`config.mk`:
```
export PLATFORM = sky130hd
export DESIGN_NAME = reg_write_arbiter
export DESIGN_NICKNAME = d
export VERILOG_FILES = /design/src/rtl/reg_write_arbiter.sv
export SDC_FILE = /design/constraint.sdc
export NUM_CORES = 1
export LEC_CHECK = 0
export ABC_CLOCK_PERIOD_IN_PS = 2500
export BUFFER_PORTS_ARGS = -buffer_cell sky130_fd_sc_hd__buf_2
export CAP_MARGIN = 20
export CORE_UTILIZATION = 40
export CTS_CLUSTER_SIZE = 12
export DETAILED_ROUTE_END_ITERATION = 12
export HOLD_SLACK_MARGIN = 0.08
export MAX_ROUTING_LAYER = met4
export PLACE_DENSITY_LB_ADDON = 0.08
export SLEW_MARGIN = 40
export SYNTH_ARGS = -nofsm -noshare
export SYNTH_HDL_FRONTEND = slang
export SYNTH_SLANG_ARGS = --single-unit
```
`constraint.sdc`:
```
create_clock -name CLK -period 2.5 [get_ports CLK]
set_clock_uncertainty 0.05 [all_clocks]
set_input_delay 0.5 -clock CLK [delete_from_list [all_inputs] [get_ports CLK]]
set_output_delay 0.5 -clock CLK [all_outputs]
set_load 0.02 [all_outputs]
```
`src/rtl/reg_write_arbiter.sv`:
```
// Register-file write arbiter: pipeline writeback beats MDU results, which queue in a 2-entry FIFO.
// Optional rd-pending scoreboard (BUSY1/BUSY2) is compiled in with `define RF_ARB_SCOREBOARD_EN.
module reg_write_arbiter (
  input  logic        CLK,
  input  logic        RESET,
  input  logic        PIPE_WE,
  input  logic [4:0]  PIPE_RD,
  input  logic [31:0] PIPE_DATA,
  input  logic        MDU_VALID,
  input  logic [4:0]  MDU_RD,
  input  logic [31:0] MDU_DATA,
  output logic        MDU_READY,
  input  logic        ISSUE_VALID,
  input  logic [4:0]  ISSUE_RD,
  input  logic [4:0]  RS1,
  input  logic [4:0]  RS2,
  output logic        BUSY1,
  output logic        BUSY2,
  output logic        WRITE_ENABLE,
  output logic [4:0]  WB_ADDRESS,
  output logic [31:0] WRITE_DATA
);

  logic [4:0]  fifo_rd_r   [2];
  logic [31:0] fifo_data_r [2];
  logic        wr_ptr_r;
  logic        rd_ptr_r;
  logic [1:0]  count_r;

  logic        pipe_req_s;
  logic        mdu_ready_s;
  logic        mdu_xfer_s;
  logic        fifo_empty_s;
  logic        win_valid_s;
  logic        win_mdu_s;
  logic [4:0]  win_rd_s;
  logic [31:0] win_data_s;
  logic        push_s;
  logic        pop_s;

  // x0 is never a destination, so rd = 0 requests vanish here
  assign pipe_req_s   = PIPE_WE && (PIPE_RD != 5'd0);
  assign mdu_ready_s  = RESET && (count_r != 2'd2);
  assign mdu_xfer_s   = MDU_VALID && mdu_ready_s && (MDU_RD != 5'd0);
  assign fifo_empty_s = (count_r == 2'd0);
  assign MDU_READY    = mdu_ready_s;

  // Winner selection: pipeline, then FIFO head, then bypass of the incoming MDU result
  always_comb begin
    win_valid_s = 1'b0;
    win_mdu_s   = 1'b0;
    win_rd_s    = 5'd0;
    win_data_s  = 32'd0;
    push_s      = 1'b0;
    pop_s       = 1'b0;
    if (pipe_req_s) begin
      win_valid_s = 1'b1;
      win_rd_s    = PIPE_RD;
      win_data_s  = PIPE_DATA;
      push_s      = mdu_xfer_s;
    end else if (!fifo_empty_s) begin
      win_valid_s = 1'b1;
      win_mdu_s   = 1'b1;
      win_rd_s    = fifo_rd_r[rd_ptr_r];
      win_data_s  = fifo_data_r[rd_ptr_r];
      pop_s       = 1'b1;
      push_s      = mdu_xfer_s;
    end else if (mdu_xfer_s) begin
      win_valid_s = 1'b1;
      win_mdu_s   = 1'b1;
      win_rd_s    = MDU_RD;
      win_data_s  = MDU_DATA;
    end else begin
      win_valid_s = 1'b0;
    end
  end

  // MDU result FIFO storage, pointers and occupancy
  always_ff @(posedge CLK or negedge RESET) begin
    if (!RESET) begin
      for (int i = 0; i < 2; i++) begin
        fifo_rd_r[i]   <= 5'd0;
        fifo_data_r[i] <= 32'd0;
      end
      wr_ptr_r <= 1'b0;
      rd_ptr_r <= 1'b0;
      count_r  <= 2'd0;
    end else begin
      if (push_s) begin
        fifo_rd_r[wr_ptr_r]   <= MDU_RD;
        fifo_data_r[wr_ptr_r] <= MDU_DATA;
        wr_ptr_r              <= ~wr_ptr_r;
      end
      if (pop_s) begin
        rd_ptr_r <= ~rd_ptr_r;
      end
      case ({push_s, pop_s})
        2'b10:   count_r <= count_r + 2'd1;
        2'b01:   count_r <= count_r - 2'd1;
        default: count_r <= count_r;
      endcase
    end
  end

  // Register-file write port, one cycle after arbitration
  always_ff @(posedge CLK or negedge RESET) begin
    if (!RESET) begin
      WRITE_ENABLE <= 1'b0;
      WB_ADDRESS   <= 5'd0;
      WRITE_DATA   <= 32'd0;
    end else begin
      WRITE_ENABLE <= win_valid_s;
      WB_ADDRESS   <= win_rd_s;
      WRITE_DATA   <= win_data_s;
    end
  end

`ifdef RF_ARB_SCOREBOARD_EN
  logic [31:0] pending_r;
  logic [31:0] pending_next_s;

  // Only MDU-sourced writes retire a pending rd; a same-cycle issue re-sets it
  always_comb begin
    pending_next_s = pending_r;
    if (win_mdu_s) begin
      pending_next_s[win_rd_s] = 1'b0;
    end else begin
      pending_next_s = pending_r;
    end
    if (ISSUE_VALID && (ISSUE_RD != 5'd0)) begin
      pending_next_s[ISSUE_RD] = 1'b1;
    end else begin
      pending_next_s[0] = 1'b0;
    end
  end

  // Pending-destination vector
  always_ff @(posedge CLK or negedge RESET) begin
    if (!RESET) begin
      pending_r <= 32'd0;
    end else begin
      pending_r <= pending_next_s;
    end
  end

  assign BUSY1 = (RS1 != 5'd0) && pending_r[RS1];
  assign BUSY2 = (RS2 != 5'd0) && pending_r[RS2];
`else
  logic unused_sb_s;
  assign unused_sb_s = ^{ISSUE_VALID, ISSUE_RD, RS1, RS2, win_mdu_s};
  assign BUSY1 = 1'b0;
  assign BUSY2 = 1'b0;
`endif

endmodule

```
==> flow_summary.json <==
{
  "yosysTopAreaCell": "dfrtp_1",
  "rows": 40,
  "clockBufferDepth": 2,
  "hpwl_um": 7230,
  "wl_per_cell_um": 15.1,
  "p_seq_share_pct": 38.6,
  "relSlewSlack_pct": 50.6,
  "async_flop_share_pct": 100,
  "cts_buffers": 17,
  "synth_cell_type_count": 31,
  "clkSlewWorstSetupHoldPaths_ps": 50,
  "ant_nets": 0,
  "post_cts_buffers": 0,
  "yosysSeqAreaShare_pct": 56.7,
  "status": "complete, no violations",
  "period_needed_ps": 2010,
  "syn_to_final_growth_pct": 28.0,
  "syn_avg_cell_area_sq_um": 12.0,
  "intPower_uw": 5590,
  "grt_pass1_vias": 3761,
  "place.gp.congestion": 0.770,
  "die_w_um": 115,
  "initial_utilization_pct": 41.8,
  "worstPathMaxFanout": 19,
  "first_iter_violations": 118,
  "synth-seq-cells": 116,
  "htreeDepth": 4,
  "postCtsHoldBufs": 0,
  "die_h_um": 115,
  "rsz0062_at_grt": "false",
  "nets": 649,
  "ir_worst_vdd_v": 0.000551,
  "fin_area_sq_mm": 0.00656,
  "seq_area_sq_mm": 0.00290,
  "finalSetupViolations": 0,
  "final.setup.worst_slack_ps": 491,
  "crit_type": "input port to flip-flop",
  "synthTopCellsByCount": "dfrtp_1, nor2_1, a21oi_1, mux2_1, mux2i_1",
  "clock_latency_ps": 400,
  "switchingPower_uw": 2720,
  "clock_tree.root_cell": "clkbuf_16",
  "fin_crit_sh_pct": 80.4,
  "io_buffers": 116,
  "endpoint_kind": "flip-flop",
  "maxCapViolCount": 0,
  "synth-main-ff-cell": "dfrtp_1",
  "fmax_mhz": 498,
  "antenna_found_initial": 1,
  "cp.buffers_inverters": 2,
  "synth.area.top_cells": "dfrtp_1, mux2_1, mux2i_1, a21oi_1, nor2_1",
  "hold_violations": 0,
  "fillCellCount": 1113,
  "vias": 3625,
  "final_core_util_pct": 53.5,
  "drive_gt1_share_pct": 31.8,
  "dp_slack_ps": 58.8,
  "cts_tree": "built",
  "netlist_area_sq_mm": 0.00512,
  "drc": 0,
  "slowest_delay_ps": 610,
  "swShare_pct": 32.7,
  "critical_path.startpoint_type": "input port",
  "coreArea_sq_mm": 0.0123,
  "cts_resized": 0,
  "synth.most_common_cell": "dfrtp_1",
  "grt_max_degree": 60,
  "hp-class": "input port to async pin",
  "grt_overflow": 0,
  "setup_tns_ps": 0,
  "synth_edf_count": 0,
  "pwr-share-comb_pct": 34.3,
  "placed_area_sq_mm": 0.00599,
  "p_leak_uw": 0.00310,
  "critPathTopFamily": "simple AND/OR/NAND/NOR gates",
  "crit_required_ps": 2730,
  "die-area_sq_mm": 0.0133,
  "syn_inst": 427,
  "cts_sinks": 116,
  "yosysTopAreaCellShare_pct": 56.7,
  "crit_chain": "buf_2 -> or4_1 -> o211a_1 -> o211ai_4 -> buf_12 -> mux2_1",
  "multiInputGateArea_sq_mm": 0.00209,
  "finalMaxSlewViolations": 0,
  "wirelength_um": 11100,
  "grt_pass1_wl_um": 18300,
  "power_frac_clock_pct": 27.2,
  "via_per_inst": 4.93,
  "yosys_warnings": 0,
  "powerDensity_mw_per_mm2": 1270,
  "arrival_ps": 2240,
  "grt_use_total_pct": 19.0,
  "io_pins": 135,
  "power_uw": 8310,
  "firstDrtPassIters": 4,
  "worst_pin_slew_ps": 741,
  "crit_slowest_cell": "or4_1"
}
## power by group through the flow
stage	combinational, uW	clock, uW	sequential [uW]
floorplan	1850	0	3370
CTS	2910	2320	3210
global placement	2840	0	3190
global route	3190	2410	3310
detailed placement	2890	0	3240
finish	2850	2260	3210
## registers in the layout, summed over array words and instances (netlist names)
name	count
rd_ptr_r	1
count_r	2
fifo_rd_r	10
fifo_data_r	64
WB_ADDRESS	5
WRITE_DATA	32
wr_ptr_r	1
WRITE_ENABLE	1
## layout by cell type, fill, tap and decap left out, types with 2 or more instances in the layout
cell type	synthesis	layout
clkbuf_16	0	17
xnor2_1	3	3
clkbuf_1	12	5
mux2_2	14	14
dfrtp_1	116	115
buf_2	8	115
nor2_1	75	74
conb_1	1	2
and2_1	2	2
buf_4	2	11
mux2i_1	37	37
clkbuf_8	0	5
nand2_1	2	2
buf_12	0	6
mux2_1	60	60
o21ai_0	3	3
clkinv_2	0	3
a21oi_1	72	72
xor2_1	2	2
## metrics by stage
| stage | instances | hold slack (ps) |
|---|---|---|
| after floorplan | 428 | 154 |
| after global placement | 703 | 416 |
| after detailed placement | 703 | 424 |
| after CTS | 734 | 252 |
| after global routing | 735 | 190 |
| final | 735 | 132 |
## cell type report
| type | instances | area share (%) |
|---|---|---|
| sequential | 116 | 44.3 |
| multi-input combinational | 286 | 31.9 |
| clock buffer | 27 | 7.82 |
| clock inverter | 4 | 0.687 |
| antenna | 1 | 0.0382 |
| timing repair buffer | 133 | 12.0 |
| tap | 168 | 3.20 |
## worst reg2reg max path, delay by kind of cell (launching register included)
kind | cells | cell delay [ps]
DFF | 1 | 480
AOI/OAI and AO/OA | 2 | 490
and+or+nand+nor | 1 | 200
muxes | 1 | 360
buffers and inverters | 1 | 220
## logic make-up (layout without fill, tap and decap cells)
family	Yosys count	count (layout)	synth area share (%)
AO/OA/AOI/OAI	82	82	9.30
XOR/XNOR	5	5	0.855
adder cells (fa/ha/maj)	1	1	0.244
buffers and inverters	26	164	2.69
flip-flops	116	116	56.7
multiplexers	111	111	23.5
other	1	3	0.0732
AND/OR/NAND/NOR	85	85	6.69
## path summary, 6_finish.rpt
check | startpoint | end | slack (ps) | cells after the start
min in group CLK | MDU_DATA[29] | fifo_data_r[29] | 280 | 2
max in group asynchronous | RESET | rd_ptr_r | 1630 | 2
setup / recovery | MDU_RD[1] | fifo_data_r[23] | 490 | 6
hold reg to reg | fifo_data_r[40] | fifo_data_r[40] | 430 | 1
setup reg to reg | count_r[0] | fifo_rd_r[8] | 580 | 5
hold / removal | RESET | WRITE_ENABLE | 130 | 2
## per-layer routing
metal / vias to the layer above / wire, um / global-route usage (%)
li1: 1749 / - / -
met1: 1778 / 5100 / 23.0
met2: 86 / 5390 / 30.2
met3: 12 / 473 / 5.17
met4: 0 / 124 / 7.53
met5: - / 0 / -
No activity file was read; power rests on OpenSTA's default activity.
